`src/rtl/two2one_if.sv`:
```
// two2one_if -- symbol handshake and serial line bundle for the two2one
// dibit-to-serial transmitter.
//   in_data     2  symbol from producer, in_data[1] goes on the line first
//   in_valid    1  producer has a symbol on in_data
//   in_ready    1  transmitter accepts in_data on the next rising edge
//   output_data 1  registered serial line, idles at 0
//   busy        1  frame in preamble, payload or guard gap
//   frame_done  1  one-cycle pulse on the first guard-gap cycle
// master: the symbol producer. slave: the transmitter.
interface two2one_if;
    logic [1:0] in_data;
    logic       in_valid;
    logic       in_ready;
    logic       output_data;
    logic       busy;
    logic       frame_done;

    modport master (
        output in_data,
        output in_valid,
        input  in_ready,
        input  output_data,
        input  busy,
        input  frame_done
    );

    modport slave (
        input  in_data,
        input  in_valid,
        output in_ready,
        output output_data,
        output busy,
        output frame_done
    );
endinterface

```
`src/rtl/two2one.sv`:
```
// two2one -- dibit-to-serial framing transmitter.
// Collects SYMBOLS dibits over a valid/ready handshake, then drives the frame
// onto a 1-bit line: "11" preamble, payload MSB first, GAP_LEN zero bits.
// Ports:
//   clk    rising-edge system clock
//   reset  asynchronous active-high reset, returns to LOAD and drops the frame
//   bus    two2one_if.slave: in_data/in_valid in; in_ready, output_data,
//          busy, frame_done out (all registered)
module two2one #(
    parameter int SYMBOLS = 8,
    parameter int GAP_LEN = 2
) (
    input  logic       clk,
    input  logic       reset,
    two2one_if.slave   bus
);
    localparam int FW = 2 * SYMBOLS;
    localparam int SW = $clog2(SYMBOLS + 1);
    localparam int BW = $clog2(FW);
    localparam int GW = $clog2(GAP_LEN + 1);

    localparam logic [SW-1:0] SYM_LAST  = SW'(SYMBOLS - 1);
    localparam logic [BW-1:0] BIT_LAST  = BW'(FW - 1);
    localparam logic [GW-1:0] GAP_FIRST = GW'(1);
    localparam logic [GW-1:0] GAP_LAST  = GW'(GAP_LEN - 1);

    typedef enum logic [1:0] {
        LOAD,
        PRE,
        DATA,
        GAP
    } state_t;

    state_t          state;
    logic [FW-1:0]   frame;
    logic [SW-1:0]   sym_cnt;
    logic [BW-1:0]   bit_cnt;
    logic [GW-1:0]   gap_cnt;
    logic            pre_flag;

    always_ff @(posedge clk or posedge reset) begin
        if (reset) begin
            state           <= LOAD;
            frame           <= '0;
            sym_cnt         <= '0;
            bit_cnt         <= '0;
            gap_cnt         <= '0;
            pre_flag        <= 1'b0;
            bus.output_data <= 1'b0;
            bus.in_ready    <= 1'b1;
            bus.busy        <= 1'b0;
            bus.frame_done  <= 1'b0;
        end else begin
            case (state)
                LOAD: begin
                    if (bus.in_valid && bus.in_ready) begin
                        frame   <= {frame[FW-3:0], bus.in_data};
                        sym_cnt <= sym_cnt + SW'(1);
                        // The accepting edge already drives the first preamble bit.
                        if (sym_cnt == SYM_LAST) begin
                            state           <= PRE;
                            bus.in_ready    <= 1'b0;
                            bus.busy        <= 1'b1;
                            bus.output_data <= 1'b1;
                        end
                    end
                end

                PRE: begin
                    if (!pre_flag) begin
                        pre_flag <= 1'b1;
                    end else begin
                        bus.output_data <= frame[FW-1];
                        frame           <= {frame[FW-2:0], 1'b0};
                        bit_cnt         <= '0;
                        state           <= DATA;
                    end
                end

                DATA: begin
                    // bit_cnt counts payload bits already on the line beyond the first.
                    if (bit_cnt == BIT_LAST) begin
                        bus.output_data <= 1'b0;
                        bus.frame_done  <= 1'b1;
                        gap_cnt         <= GAP_FIRST;
                        state           <= GAP;
                    end else begin
                        bus.output_data <= frame[FW-1];
                        frame           <= {frame[FW-2:0], 1'b0};
                        bit_cnt         <= bit_cnt + BW'(1);
                    end
                end

                GAP: begin
                    bus.frame_done <= 1'b0;
                    // The returning LOAD cycle is the last zero of the gap.
                    if (gap_cnt == GAP_LAST) begin
                        state        <= LOAD;
                        bus.in_ready <= 1'b1;
                        bus.busy     <= 1'b0;
                        sym_cnt      <= '0;
                        bit_cnt      <= '0;
                        gap_cnt      <= '0;
                        pre_flag     <= 1'b0;
                    end else begin
                        gap_cnt <= gap_cnt + GW'(1);
                    end
                end

                default: state <= LOAD;
            endcase
        end
    end
endmodule

```
`src/flat_wrapper.sv`:
```
// flat-port wrapper written by rule: the top's interface ports become plain ports
module two2one_flat 
#(
    parameter int SYMBOLS = 8,
    parameter int GAP_LEN = 2
)
  (clk, reset, bus_in_data, bus_in_valid, bus_in_ready, bus_output_data, bus_busy, bus_frame_done);
  two2one_if bus_i ();
  input  logic clk;
  input  logic reset;
  input wire logic [$bits(bus_i.in_data)-1:0] bus_in_data;
  input wire logic [$bits(bus_i.in_valid)-1:0] bus_in_valid;
  output wire logic [$bits(bus_i.in_ready)-1:0] bus_in_ready;
  output wire logic [$bits(bus_i.output_data)-1:0] bus_output_data;
  output wire logic [$bits(bus_i.busy)-1:0] bus_busy;
  output wire logic [$bits(bus_i.frame_done)-1:0] bus_frame_done;
  assign bus_i.in_data = bus_in_data;
  assign bus_i.in_valid = bus_in_valid;
  assign bus_in_ready = bus_i.in_ready;
  assign bus_output_data = bus_i.output_data;
  assign bus_busy = bus_i.busy;
  assign bus_frame_done = bus_i.frame_done;
  two2one #(.SYMBOLS(SYMBOLS), .GAP_LEN(GAP_LEN)) u_core (.clk(clk), .reset(reset), .bus(bus_i));
endmodule
```
`config.mk`:
```
export PLATFORM = sky130hd
export DESIGN_NAME = two2one_flat
export DESIGN_NICKNAME = d
export VERILOG_FILES = /design/src/rtl/two2one_if.sv /design/src/rtl/two2one.sv /design/src/flat_wrapper.sv
export SDC_FILE = /design/constraint.sdc
export NUM_CORES = 1
export LEC_CHECK = 0
export ABC_AREA = 0
export CAP_MARGIN = 10
export CORE_MARGIN = 2
export CORE_UTILIZATION = 36
export DETAILED_ROUTE_END_ITERATION = 8
export DONT_BUFFER_PORTS = 1
export GPL_TIMING_DRIVEN = 0
export PLACE_DENSITY = 0.49
export SLEW_MARGIN = 30
export SYNTH_ARGS = -nofsm -noshare
export SYNTH_HDL_FRONTEND = slang
export SYNTH_SLANG_ARGS = --single-unit
```
`constraint.sdc`:
```
create_clock -name clk -period 2.3 [get_ports clk]
set_input_delay 0.345 -clock clk [delete_from_list [all_inputs] [get_ports clk]]
set_output_delay 0.345 -clock clk [all_outputs]
set_load 0.02 [all_outputs]
```
# Word-level counts from Yosys, hierarchy flattened
# Index checks and enable logic that the tools add are counted.
word_totals:
  ff_bits: 33
  in_bits: 5
  output_inout_bits: 4
op_classes:
  add_sub_neg: 3
  n_eq_ne: 12
  mux: 33
  n_reduce_logical: 15
ops:
  columns: ["cell", "n"]
  rows:
  - ["16-bit 2-to-1 mux", 3]
  - ["16-bit one-hot mux with 3 select lines", 1]
  - ["4-bit 2-to-1 mux", 4]
  - ["4-bit AND reduction", 4]
  - ["2-bit 2-to-1 mux", 7]
  - ["4-bit one-hot mux with 3 select lines", 1]
  - ["2-bit by 1-bit inequality test with 1-bit output, second input constant", 5]
  - ["1-bit 2-to-1 mux", 9]
  - ["4-bit by 1-bit adder with 4-bit output, second input constant", 2]
  - ["1-bit one-hot mux with 2 select lines", 4]
  - ["2-bit one-hot mux with 4 select lines", 1]
  - ["4-bit one-hot mux with 2 select lines", 1]
  - ["2-bit nonzero test", 3]
  - ["3-bit nonzero test", 2]
  - ["5-bit AND reduction", 1]
  - ["2-bit by 1-bit equality test with 1-bit output, second input constant", 2]
  - ["2-bit equality test, second input constant", 2]
  - ["4-bit by 3-bit equality test with 1-bit output, second input constant", 1]
  - ["4-bit equality test, second input constant", 1]
  - ["2-bit one-hot mux with 2 select lines", 1]
  - ["2-bit AND reduction", 2]
  - ["1-bit one-hot mux with 3 select lines", 1]
  - ["3-bit AND reduction", 1]
  - ["2-bit by 1-bit adder with 2-bit output, second input constant", 1]
  - ["3 further kinds", 3]

# Depth between registers and ports, before layout
# Gate-level depths: netlist of the first run.
depth:
  word_depth: 4
  mapped_depth: 8
  ltp_nobuf: 6

# Least setup slack after synthesis of the first run
# No wires, ideal clock.
synth_timing:
  kind: "reg-to-reg"
  from: "register u_core.state[0]"
  to: "register u_core.frame[10]"
  slack_ps: 670
  path_buffers: 2
  arrival_time_ps: 1504
  setup_ps: 126
  stages_incl_launch_ff: 8
  cell_sequence: "dfrtp_1 inv_1 ha_1 buf_6 a21boi_4 nor4_4 buf_2 a21oi_1"
synth_between:
  elab_chain_len: 3
synth_lines:
  columns: ["element", "line", "rtl"]
  rows:
  - ["from (decl)", "two2one.sv:34", "state_t state;"]
  - ["from (signal assigned)", "two2one.sv:43", "state <= LOAD;"]
  - ["from (signal assigned)", "two2one.sv:61", "state <= PRE;"]
  - ["from (signal assigned)", "two2one.sv:76", "state <= DATA;"]
  - ["2-bit equality test, or another cell as far along", "two2one.sv:54", "case (state)"]
  - ["2-bit inequality test (no line), or another cell as far along", null, null]
  - ["4-bit AND reduction (no line)", null, null]
  - ["to (signal assigned)", "two2one.sv:57", "frame <= {frame[FW-3:0], bus.in_data};"]
  - ["to (signal assigned)", "two2one.sv:74", "frame <= {frame[FW-2:0], 1'b0};"]
  - ["to (signal assigned)", "two2one.sv:89", "frame <= {frame[FW-2:0], 1'b0};"]
  - ["to (decl)", "two2one.sv:35", "logic [FW-1:0] frame;"]
# Several ways; a longest one is shown, not always the timed one.
# A chain may end at the register's enable or synchronous reset.

# Worst setup path after layout of the first run
layout_timing:
  from: "register u_core.state[0]"
  to: "register u_core.frame[9]"
# Same word-level chain as after synthesis.

==> impl_results.rst, run 1 <==
.. list-table::
   :header-rows: 1

   * - Metric
     - Value
   * - Via count normalized by instance count
     - around 5
   * - Cell Rows
     - 25
   * - Clock network latency to the later pin of the worst-skew pair
     - 0.28 ns
   * - Core Footprint
     - ~4800 um2
   * - CTS H-tree depth
     - 2
   * - Max Clock Freq
     - around 540 MHz
   * - Total grt overflow
     - 0
   * - Count of buffers from port buffering
     - 0
   * - Slew Viols, Final
     - 0
   * - Vias in the first global route
     - 1261
   * - Number of setup violations in the final report
     - 0
   * - Clock transition time at the flip-flop clock pins of the worst setup and hold paths
     - 0.06 ns
   * - Power density normalized to cell area
     - 1600 nW/um2
   * - Number of vias after detailed routing
     - between 1000 and 1500
   * - Biggest area consumer among synthesized cells
     - sky130_fd_sc_hd__dfrtp_1
   * - Layout Nets
     - 193
   * - Maximum capacitance violations
     - 0
   * - Share of synthesized flip-flops with an asynchronous set or reset
     - 100%
   * - First DRT Iteration DRCs
     - between 80 and 90
   * - Final-report hold violation count
     - 0
   * - Max-slew headroom at the worst pin
     - 52.7%
   * - Number of enable flip-flop cells after synthesis
     - 0
   * - TritonCTS clock tree
     - yes
   * - Clk_skew
     - a little under 0.003 ns
   * - Most instantiated library cell after synthesis
     - sky130_fd_sc_hd__dfrtp_1
   * - Post-Layout Cell Count
     - about 250
   * - Pin count of the biggest net entering global routing
     - 34
   * - Type of element launching the critical path
     - flip-flop
   * - Syn. warnings
     - 0
   * - Fraction of post-synthesis cell area in the top cell type by area
     - roughly 45%
   * - Overall routed net length
     - about 3500 um
   * - Initial standard-cell utilization of the core
     - about 38%
   * - Nature of the critical path endpoint
     - flip-flop
   * - Antenna-violating nets left
     - 0
   * - DR DRC count
     - 0
   * - Die Outline Area
     - between 5000 and 6000 um2
   * - Cell area after technology mapping
     - about 1800 um2
   * - RD Place Congestion
     - ~0.80
   * - Sequential share of the synthesized area
     - ~46%
   * - Maximum vdd drop
     - approximately 0.59 mV
   * - Count of state elements after synthesis
     - 33
   * - Shortest clock period the worst path allows after layout
     - roughly 1.9 ns
   * - Status
     - completed
   * - Critical Path AT
     - 2.02 ns
   * - Hold Buf Count CTS
     - 0
   * - Vertical extent of the die
     - about 74 um
   * - CTS Root Buffer Type
     - sky130_fd_sc_hd__clkbuf_8
   * - Total clock buffers created by CTS
     - 5
   * - First-pass GRT wire length
     - slightly below 6000 um
   * - Synth unique cells
     - 42
   * - Commonest cells post-synth
     - sky130_fd_sc_hd__dfrtp_1 (32), sky130_fd_sc_hd__nor2_1 (25), sky130_fd_sc_hd__a21oi_1 (23)
   * - Clock tree buffer depth
     - 2
   * - Number of gates resized after cts
     - 0
   * - Nets in the synthesized netlist
     - 186
   * - Global-route usage over all layers
     - around 14%
   * - Number of antenna violations at the first check in global routing
     - 0
   * - Largest fanout of any net on the critical path
     - 10
   * - Post-Synthesis Mean Instance Area
     - a little over 10 um2
   * - 1st-pass router iterations
     - 4
   * - Antenna cell count
     - 0
   * - Routed wirelength normalized by instance count
     - between 10 and 15 um
   * - Crit path required time
     - approximately 2.5 ns
   * - Summed negative setup slack over all endpoints
     - 0 ns
   * - Final Cycle Share
     - between 80% and 90%
   * - Type of the worst setup path
     - reg2reg
   * - Horizontal die dimension
     - roughly 74 um
   * - Kind of path behind the tightest hold check
     - in2async
   * - Postcts setup bufs
     - 0
   * - Io pins
     - 9
   * - Top cells by area in the synthesized netlist
     - sky130_fd_sc_hd__dfrtp_1 (45%), sky130_fd_sc_hd__mux2i_1 (10%), sky130_fd_sc_hd__a21oi_1 (6.5%), sky130_fd_sc_hd__nor2_1 (5.3%), sky130_fd_sc_hd__ha_1 (4.9%)
   * - Gate count after technology mapping
     - between 150 and 200
   * - Dominant register cell in the synthesized netlist
     - sky130_fd_sc_hd__dfrtp_1
   * - Number of clock sinks
     - 33
   * - Proportion of layout cells with a drive suffix above 1
     - between 10 and 15%
   * - RSZ-0062 raised after global routing
     - no
   * - Placed wire-length estimate after detailed placement
     - 2510 um
   * - Area added between synthesis and finish
     - 9.54%
   * - Cell count after placement
     - approximately 240
   * - Total leakage power
     - 0.873 nW
   * - Least-Margin Pin Slew
     - around 0.71 ns
   * - Final core area utilization
     - between 40% and 50%
==> metrics by stage <==
stage               power [mW]  setup WS, ns  hold WS [ns]  area [um2]
floorplan                 2.38         0.670         0.459        1780
global placement          2.65         0.463         0.488        1870
detailed placement        2.72         0.414         0.389        1870
CTS                       3.18         0.393        0.0833        1950
global route              3.39         0.301         0.112        1950
finish                    3.14         0.434        0.0622        1950
==> sequential cells by signal (all words and copies together), names as in the netlist <==
signal and cells:
u_core.bus.output_data 1, u_core.sym_cnt 4, u_core.bus.busy 1, u_core.gap_cnt 2, u_core.frame 16, u_core.bus.in_ready 1
u_core.state 2, u_core.bus.frame_done 1, u_core.bit_cnt 4, u_core.pre_flag 1
==> routing by layer <==
| metal | vias to the layer above | GRT usage, % | share of wire [%] |
|---|---|---|---|
| met2 | 20 | 21.1 | 47 |
| met3 | 2 | 4.74 | 4.6 |
| met1 | 603 | 18.6 | 47 |
| li1 | 629 | - | - |
| met4 | 0 | 5.36 | 0.66 |
| met5 | - | 0 | 0 |
==> critical path, cell delays in order, from the launching register on <==
cell and delay, ns:
sky130_fd_sc_hd__dfrtp_1 0.38, sky130_fd_sc_hd__inv_1 0.10, sky130_fd_sc_hd__ha_1 0.31, sky130_fd_sc_hd__and4_4 0.20, sky130_fd_sc_hd__nor4_4 0.36, sky130_fd_sc_hd__buf_2 0.29
sky130_fd_sc_hd__a21oi_1 0.09
==> kinds of logic (layout without fill, tap and decap cells) <==
group,count (synthesis),count (layout),synth area share [%]
DFF,33,33,46.4
adders and majority gates,7,7,4.91
AOI/OAI and AO/OA,46,46,17.6
and+or+nand+nor,52,52,15.3
buffers and inverters,16,23,4.49
muxes,20,20,11.4
==> layout make-up <==
| type | instances | area (um2) |
|---|---|---|
| Inverter | 9 | 33.8 |
| Clock buffer | 7 | 86.3 |
| Buffer | 7 | 46.3 |
| Tap cell | 67 | 83.8 |
| Fill cell | 489 | 2800 |
| Multi-Input combinational cell | 125 | 877 |
| Sequential cell | 33 | 827 |
==> cell usage in the layout (no fill, tap or decap), drive strengths merged, types with 2 or more instances in the layout <==
master | Yosys | final
mux2i | 18 | 18
nand2b | 2 | 2
nand2 | 8 | 8
clkbuf | 0 | 7
buf | 7 | 7
o21ai | 6 | 6
o22ai | 2 | 2
inv | 9 | 9
mux2 | 2 | 2
nand4 | 2 | 2
nand3b | 2 | 2
a21oi | 24 | 24
ha | 7 | 7
nand3 | 3 | 3
nor2 | 25 | 25
a31oi | 4 | 4
dfrtp | 32 | 32
==> path summary, 6_finish.rpt <==
check                                        from           endpoint  slack, ns  cells past startpoint
worst min register to register  u_core.gap_cnt[1]  u_core.gap_cnt[1]       0.50                      1
worst max register to register    u_core.state[0]    u_core.frame[9]       0.43                      6
worst max-delay path              u_core.state[0]    u_core.frame[9]       0.43                      6
max in group asynchronous                   reset  u_core.bit_cnt[3]       1.78                      1
min in group clk                   bus_in_data[0]    u_core.frame[0]       0.25                      2
worst min-delay path                        reset  u_core.sym_cnt[2]       0.06                      1
==> report_power, final <==
part	leakage (nW)	total [mW]	internal (mW)	switching (mW)
registers	0.384	1.03	0.823	0.209
clock network	0.0443	0.435	0.237	0.197
logic	0.445	1.67	0.736	0.933
Power figures use the tool's default switching activity.
==> inputs of run 2 (changes only) <==
==> constraint.sdc (replaced) <==
create_clock -name clk -period 1.9 [get_ports clk]
set_input_delay 0.285 -clock clk [delete_from_list [all_inputs] [get_ports clk]]
set_output_delay 0.285 -clock clk [all_outputs]
set_load 0.02 [all_outputs]
==> run 2 against run 1 <==
Combinational power increased by 27%. Fmax up 3.6%. Critical endpoint is now u_core.frame[0]. Critical path type unchanged. Worst hold slack got worse by 0.058 ns. Non-clock buffer count is 2 higher. Power is 24% higher. First-iteration DRC count rose by 24%. Cell count up 0.81%. Wire length decreased by 0.11%. Largest cell class unchanged. Via count is essentially flat. Core utilization is 0.58 points higher. Worst setup slack worse by 0.34 ns.
==> impl_results.rst, run 2 (synthesized netlist as in run 1, its figures left out) <==
.. list-table::
   :header-rows: 1

   * - Metric
     - Value
   * - Status
     - completed
   * - Endpoint of the lowest-slack register-to-register path
     - u_core.frame[0]
   * - Clock tree buffer depth
     - 2
   * - Total grt overflow
     - 0
   * - Crit path required time
     - between 2 and 2.5 ns
   * - Cell Area, Placed
     - 1870 um2
   * - Total clock buffers created by CTS
     - 5
   * - Overall routed net length
     - between 3000 and 4000 um
   * - WP buf/inv
     - 4
   * - Slowest stage cell, crit path
     - sky130_fd_sc_hd__dfrtp_1
   * - Count of buffers from port buffering
     - 0
   * - Critical Path AT
     - 1.96 ns
   * - TritonCTS clock tree
     - yes
   * - Type of element launching the critical path
     - flip-flop
   * - DR DRC count
     - 0
   * - Core Footprint
     - around 4800 um2
   * - Leading cell type in the layout, fill and taps excluded
     - sky130_fd_sc_hd__dfrtp_1
   * - Clock network latency to the later pin of the worst-skew pair
     - around 0.28 ns
   * - Worst reg-to-reg setup slack
     - approximately 0.1 ns
   * - Number of cells traversed by the worst register-to-register path
     - 9
   * - Cells along the critical path
     - inv_1 > ha_1 > buf_6 > a21boi_4 > nor4_4 > buf_4 > buf_4 > nand3b_1 > o21ai_0
   * - CTS Root Buffer Type
     - sky130_fd_sc_hd__clkbuf_8
   * - Maximum vdd drop
     - between 0.7 and 0.8 mV
   * - CP dominant cell by count
     - sky130_fd_sc_hd__buf_4
   * - RSZ-0062 raised after global routing
     - yes
   * - Pin count of the biggest net entering global routing
     - 34
   * - Die Outline Area
     - 5540 um2
   * - Number of vias after detailed routing
     - about 1300
   * - Least-Margin Pin Slew
     - about 0.71 ns
   * - Number of filler instances in the final layout
     - slightly below 500
   * - Proportion of layout cells with a drive suffix above 1
     - between 10% and 20%
   * - Overall power of the completed layout
     - roughly 4 mW
   * - CTS H-tree depth
     - 2
   * - Crit path largest cell delay
     - 0.40 ns
   * - Total leakage power
     - just under 0.9 nW
   * - Kind of path behind the tightest hold check
     - in2async
   * - Clock transition time at the flip-flop clock pins of the worst setup and hold paths
     - around 0.070 ns
   * - First-pass GRT wire length
     - 5860 um
   * - Max-slew headroom at the worst pin
     - 52.3%
   * - Global-route usage over all layers
     - between 10 and 15%
   * - Register with the most flip-flops
     - u_core.frame
   * - Via count normalized by instance count
     - roughly 5
   * - Count of cell instances traversed by the critical path
     - 9
   * - Largest registers in the final layout
     - u_core.frame x16, u_core.bit_cnt x4, u_core.sym_cnt x4
   * - Layout Nets
     - roughly 200
   * - Number of setup violations in the final report
     - 0
   * - Type of the worst setup path
     - reg2reg
   * - Vertical extent of the die
     - about 74 um
   * - 1st-pass router iterations
     - 5
   * - Initial standard-cell utilization of the core
     - approximately 38%
   * - Routed wirelength normalized by instance count
     - roughly 14 um
   * - Clk_skew
     - 0.00410 ns
   * - Max Clock Freq
     - ~560 MHz
   * - Nature of the critical path endpoint
     - flip-flop
   * - Io pins
     - 9
   * - Vias in the first global route
     - 1261
   * - Flip-flop count of the largest register after layout
     - 16
   * - First DRT Iteration DRCs
     - 103
   * - Power density normalized to cell area
     - between 1500 and 2000 nW/um2
   * - Antenna-violating nets left
     - 0
   * - Maximum capacitance violations
     - 0
   * - Final-report hold violation count
     - 0
   * - Slew Viols, Final
     - 0
   * - Placed wire-length estimate after detailed placement
     - approximately 2500 um
   * - Cell Rows
     - 25
   * - Shortest clock period the worst path allows after layout
     - roughly 1.8 ns
   * - RD Place Congestion
     - ~0.80
   * - Horizontal die dimension
     - roughly 74 um
   * - Antenna cell count
     - 0
   * - CP delay by family, top
     - buffers and inverters
   * - Number of clock sinks
     - 33
   * - Number of antenna violations at the first check in global routing
     - 0
   * - Post-route cell area
     - just under 2000 um2
   * - Final Cycle Share
     - 94.8%
   * - Reg2Reg Launch Point
     - u_core.state[0]
   * - Largest fanout of any net on the critical path
     - 9
   * - Area added between synthesis and finish
     - 11.1%
   * - Most frequent cells in the layout
     - sky130_fd_sc_hd__dfrtp_1 (32), sky130_fd_sc_hd__nor2_1 (25), sky130_fd_sc_hd__a21oi_1 (23)
   * - Hold Buf Count CTS
     - 0
run 2: final cells by class:
cell class | count | area [um2] | area share (%)
Inverter | 9 | 33.8 | 1.70
Tap cell | 67 | 83.8 | 4.23
Clock buffer | 7 | 86.3 | 4.36
Buffer | 7 | 58.8 | 2.97
Multi-Input combinational cell | 125 | 877 | 44.3
Timing Repair Buffer | 2 | 15.0 | 0.758
Sequential cell | 33 | 827 | 41.7
run 2: worst max-delay path by stage:
stage | start | end | slack (ns)
after floorplan | u_core.state[0] | u_core.frame[10] | 0.27
after global placement | u_core.state[0] | u_core.frame[4] | 0.06
after detailed placement | u_core.state[0] | u_core.frame[4] | 0.01
after CTS | u_core.state[0] | u_core.frame[15] | 0.01
after global routing | u_core.state[1] | u_core.gap_cnt[1] | -0.02
final | u_core.state[0] | u_core.frame[0] | 0.1
run 2: worst register-to-register path, delay by kind of cell (launching register included):
kind | cells | cell delay, ns
AOI/OAI and AO/OA | 2 | 0.39
buffers and inverters | 4 | 0.55
DFF | 1 | 0.40
and+or+nand+nor | 2 | 0.15
adders and majority gates | 1 | 0.18
run 2: through the flow:
| stage | cells | utilization, % | setup WS [ns] | TNS, ns | hold slack, ns |
|---|---|---|---|---|---|
| after floorplan | 174 | - | 0.270 | 0 | 0.413 |
| after global placement | 241 | 39.3 | 0.0625 | 0 | 0.477 |
| after detailed placement | 241 | 39.3 | 0.0136 | 0 | 0.329 |
| after CTS | 248 | 41.2 | 0.0140 | 0 | 0.0233 |
| after global routing | 250 | 41.7 | -0.0214 | -0.0534 | 0.0516 |
| final | 250 | 41.7 | 0.0983 | 0 | 0.00445 |
run 2: where the power goes:
group / total, mW / internal (mW) / switching (mW)
logic: 2.12 / 0.974 / 1.14
clock network: 0.529 / 0.287 / 0.242
registers: 1.25 / 0.996 / 0.253
run 2: routing by layer:
layer,wire [um],part of all wire [%],global-route usage [%],vias up
li1,-,-,-,631
met1,1690,48,18.6,601
met2,1640,47,21.1,19
met3,135,3.9,4.74,2
met4,23,0.66,5.36,0
met5,0,0,0,-
run 2: repair_timing:
action                                  in CTS  in global routing
gates resized for setup                      1                  3
setup buffers                                0                  2
endpoints found under the setup margin       5                 17
pin swaps                                    1                  1
==> inputs of run 3 (changes only) <==
--- a/config.mk
+++ b/config.mk
@@ -13,6 +13,7 @@
 export DONT_BUFFER_PORTS = 1
 export GPL_TIMING_DRIVEN = 0
 export PLACE_DENSITY = 0.49
+export SETUP_SLACK_MARGIN = 0.1
 export SLEW_MARGIN = 30
 export SYNTH_ARGS = -nofsm -noshare
 export SYNTH_HDL_FRONTEND = slang
==> run 3 against run 2 <==
The flow now finishes with violations (hold timing). Die area stayed put. Fmax is 4.9% higher. Via count is 5.3% higher. Critical path type unchanged. Clock power hardly changed. Wire length is 4.1% higher.
==> impl_results.rst, run 3 (synthesized netlist as in run 1, its figures left out) <==
.. list-table::
   :header-rows: 1

   * - Metric
     - Value
   * - Status
     - finished, violations left
   * - Failing checks
     - hold timing
   * - Max Clock Freq
     - just under 600 MHz
   * - Antenna cell count
     - 0
   * - Via count normalized by instance count
     - roughly 5
   * - Crit path largest cell delay
     - approximately 0.42 ns
   * - Largest fanout of any net on the critical path
     - 6
   * - Kind of path behind the tightest hold check
     - in2async
   * - Placed wire-length estimate after detailed placement
     - 2510 um
   * - Total clock buffers created by CTS
     - 5
   * - Number of clock sinks
     - 33
   * - First DRT Iteration DRCs
     - 97
   * - Clock tree buffer depth
     - 2
   * - Proportion of layout cells with a drive suffix above 1
     - between 20% and 30%
   * - Clock network latency to the later pin of the worst-skew pair
     - between 0.2 and 0.3 ns
   * - Number of setup violations in the final report
     - 0
   * - RSZ-0062 raised after global routing
     - yes
   * - DR DRC count
     - 0
   * - Antenna-violating nets left
     - 0
   * - Routed wirelength normalized by instance count
     - 14.1 um
   * - Overall routed net length
     - roughly 3600 um
   * - Type of the worst setup path
     - reg2reg
   * - Setup WS post-layout
     - 0.183 ns
   * - Total leakage power
     - between 0.9 and 1 nW
   * - First-pass GRT wire length
     - ~5900 um
   * - Core Footprint
     - about 4800 um2
   * - Global-route usage over all layers
     - ~14%
   * - Shortest clock period the worst path allows after layout
     - approximately 1.7 ns
   * - Die Outline Area
     - approximately 5500 um2
   * - Critical Path Source
     - u_core.state[1]
   * - CTS H-tree depth
     - 2
   * - Cell Rows
     - 25
   * - Cells along the critical path
     - inv_2 > ha_4 > and2b_2 > nor4_4 > buf_6 > clkbuf_16 > nor2_1 > a21oi_1
   * - Vias in the first global route
     - between 1000 and 1500
   * - Least-Margin Pin Slew
     - 0.707 ns
   * - 1st-pass router iterations
     - 4
   * - Final Cycle Share
     - roughly nine tenths
   * - CTS Root Buffer Type
     - sky130_fd_sc_hd__clkbuf_8
   * - Largest registers in the final layout
     - u_core.frame x16, u_core.bit_cnt x4, u_core.sym_cnt x4
   * - Clock transition time at the flip-flop clock pins of the worst setup and hold paths
     - 0.07 ns
   * - Slew Viols, Final
     - 0
   * - Summed negative setup slack over all endpoints
     - 0 ns
   * - Slowest stage cell, crit path
     - sky130_fd_sc_hd__dfrtp_1
   * - Pre-CTS worst setup slack
     - roughly 0.014 ns
   * - Horizontal die dimension
     - about 74 um
   * - TritonCTS clock tree
     - yes
   * - Number of antenna violations at the first check in global routing
     - 0
   * - Number of vias after detailed routing
     - between 1000 and 1500
   * - Critical Path AT
     - 1.92 ns
   * - Most frequent cells in the layout
     - sky130_fd_sc_hd__dfrtp_1 (31), sky130_fd_sc_hd__nor2_1 (25), sky130_fd_sc_hd__a21oi_1 (23)
   * - RD Place Congestion
     - approximately 0.80
   * - Io pins
     - 9
   * - Clk_skew
     - 0.00389 ns
   * - Leading cell type in the layout, fill and taps excluded
     - sky130_fd_sc_hd__dfrtp_1
   * - Pin count of the biggest net entering global routing
     - 34
   * - Count of buffers from port buffering
     - 0
   * - Final-report hold violation count
     - 1
   * - Type of element launching the critical path
     - flip-flop
   * - Layout Nets
     - around 200
   * - Flip-flop count of the largest register after layout
     - 16
   * - Vertical extent of the die
     - 74.4 um
   * - Number of cells traversed by the worst register-to-register path
     - 8
   * - Max-slew headroom at the worst pin
     - a little over half
   * - Power density normalized to cell area
     - between 2000 and 2500 nW/um2
   * - Total grt overflow
     - 0
   * - Maximum vdd drop
     - approximately 0.86 mV
   * - Area added between synthesis and finish
     - 18.2%
   * - Register with the most flip-flops
     - u_core.frame
   * - Initial standard-cell utilization of the core
     - between 30% and 40%
   * - Min Hold Slack
     - -0.00133 ns
   * - Nature of the critical path endpoint
     - flip-flop
   * - Reg2Reg Launch Point
     - u_core.state[1]
   * - Maximum capacitance violations
     - 0
   * - Crit path required time
     - between 2 and 2.5 ns
   * - Hold Buf Count CTS
     - 0
-- run 3: changes by cell type in the layout (fill, tap and decap cells not counted), moves of 2 or more --
cell                        change
sky130_fd_sc_hd__buf_4          +4
sky130_fd_sc_hd__ha_1           -3
sky130_fd_sc_hd__buf_2          -2
sky130_fd_sc_hd__buf_8          +2
sky130_fd_sc_hd__clkbuf_16      +2
sky130_fd_sc_hd__ha_2           +2
sky130_fd_sc_hd__inv_1          -2
sky130_fd_sc_hd__inv_2          +2
-- run 3: final cells by class --
| cell class | count | area (um2) |
|---|---|---|
| buffer | 7 | 75.1 |
| tap | 67 | 83.8 |
| multi-input combinational | 125 | 896 |
| inverter | 9 | 33.8 |
| fill | 478 | 2650 |
| timing repair buffer | 9 | 106 |
| sequential | 33 | 828 |
| clock buffer | 7 | 86.3 |
-- run 3: final timing paths --
kind / to / slack [ns]
max: u_core.frame[14] / 0.18
min: u_core.sym_cnt[2] / -0.001
max reg2reg: u_core.frame[14] / 0.18
min reg2reg: u_core.gap_cnt[1] / 0.50
max in group asynchronous: u_core.state[0] / 1.41
min in group clk: u_core.frame[0] / 0.19
-- run 3: per-stage QoR --
| step | util (%) | hold WS [ns] | cell area, um2 | power, mW | instances |
|---|---|---|---|---|---|
| after floorplan | - | 0.413 | 1780 | 2.88 | 174 |
| after global placement | 39.3 | 0.477 | 1870 | 3.21 | 241 |
| after detailed placement | 39.3 | 0.329 | 1870 | 3.29 | 241 |
| after CTS | 42.0 | 0.0233 | 2000 | 3.99 | 251 |
| after global routing | 44.4 | 0.0518 | 2110 | 4.58 | 257 |
| final | 44.4 | -0.00133 | 2110 | 4.25 | 257 |
-- run 3: layer usage --
metal	track usage, %	routed length (um)
met2	21.4	1750
met5	0	0
met4	5.75	22
met3	4.88	116
met1	18.6	1740
-- run 3: where the power goes --
group	leakage [nW]	switching [mW]	internal, mW
clock network	0.0443	0.243	0.287
registers	0.383	0.265	0.998
logic	0.510	1.21	1.25
total	0.938	1.71	2.54
-- run 3: critical path, delay by kind of cell, from the launching register on --
| family | cells | cell delay (ns) |
|---|---|---|
| AND/OR/NAND/NOR | 3 | 0.52 |
| adder cells (fa/ha/maj) | 1 | 0.17 |
| AO/OA/AOI/OAI | 1 | 0.11 |
| buffers and inverters | 3 | 0.41 |
| flip-flops | 1 | 0.42 |
-- run 3: what timing repair did --
| item | 4_1_cts | 5_1_grt |
|---|---|---|
| gates cloned | 0 | 2 |
| buffers inserted | 3 | 4 |
| resized for setup | 7 | 11 |
| endpoints found under the setup margin | 16 | 19 |
| pin swaps | 1 | 1 |
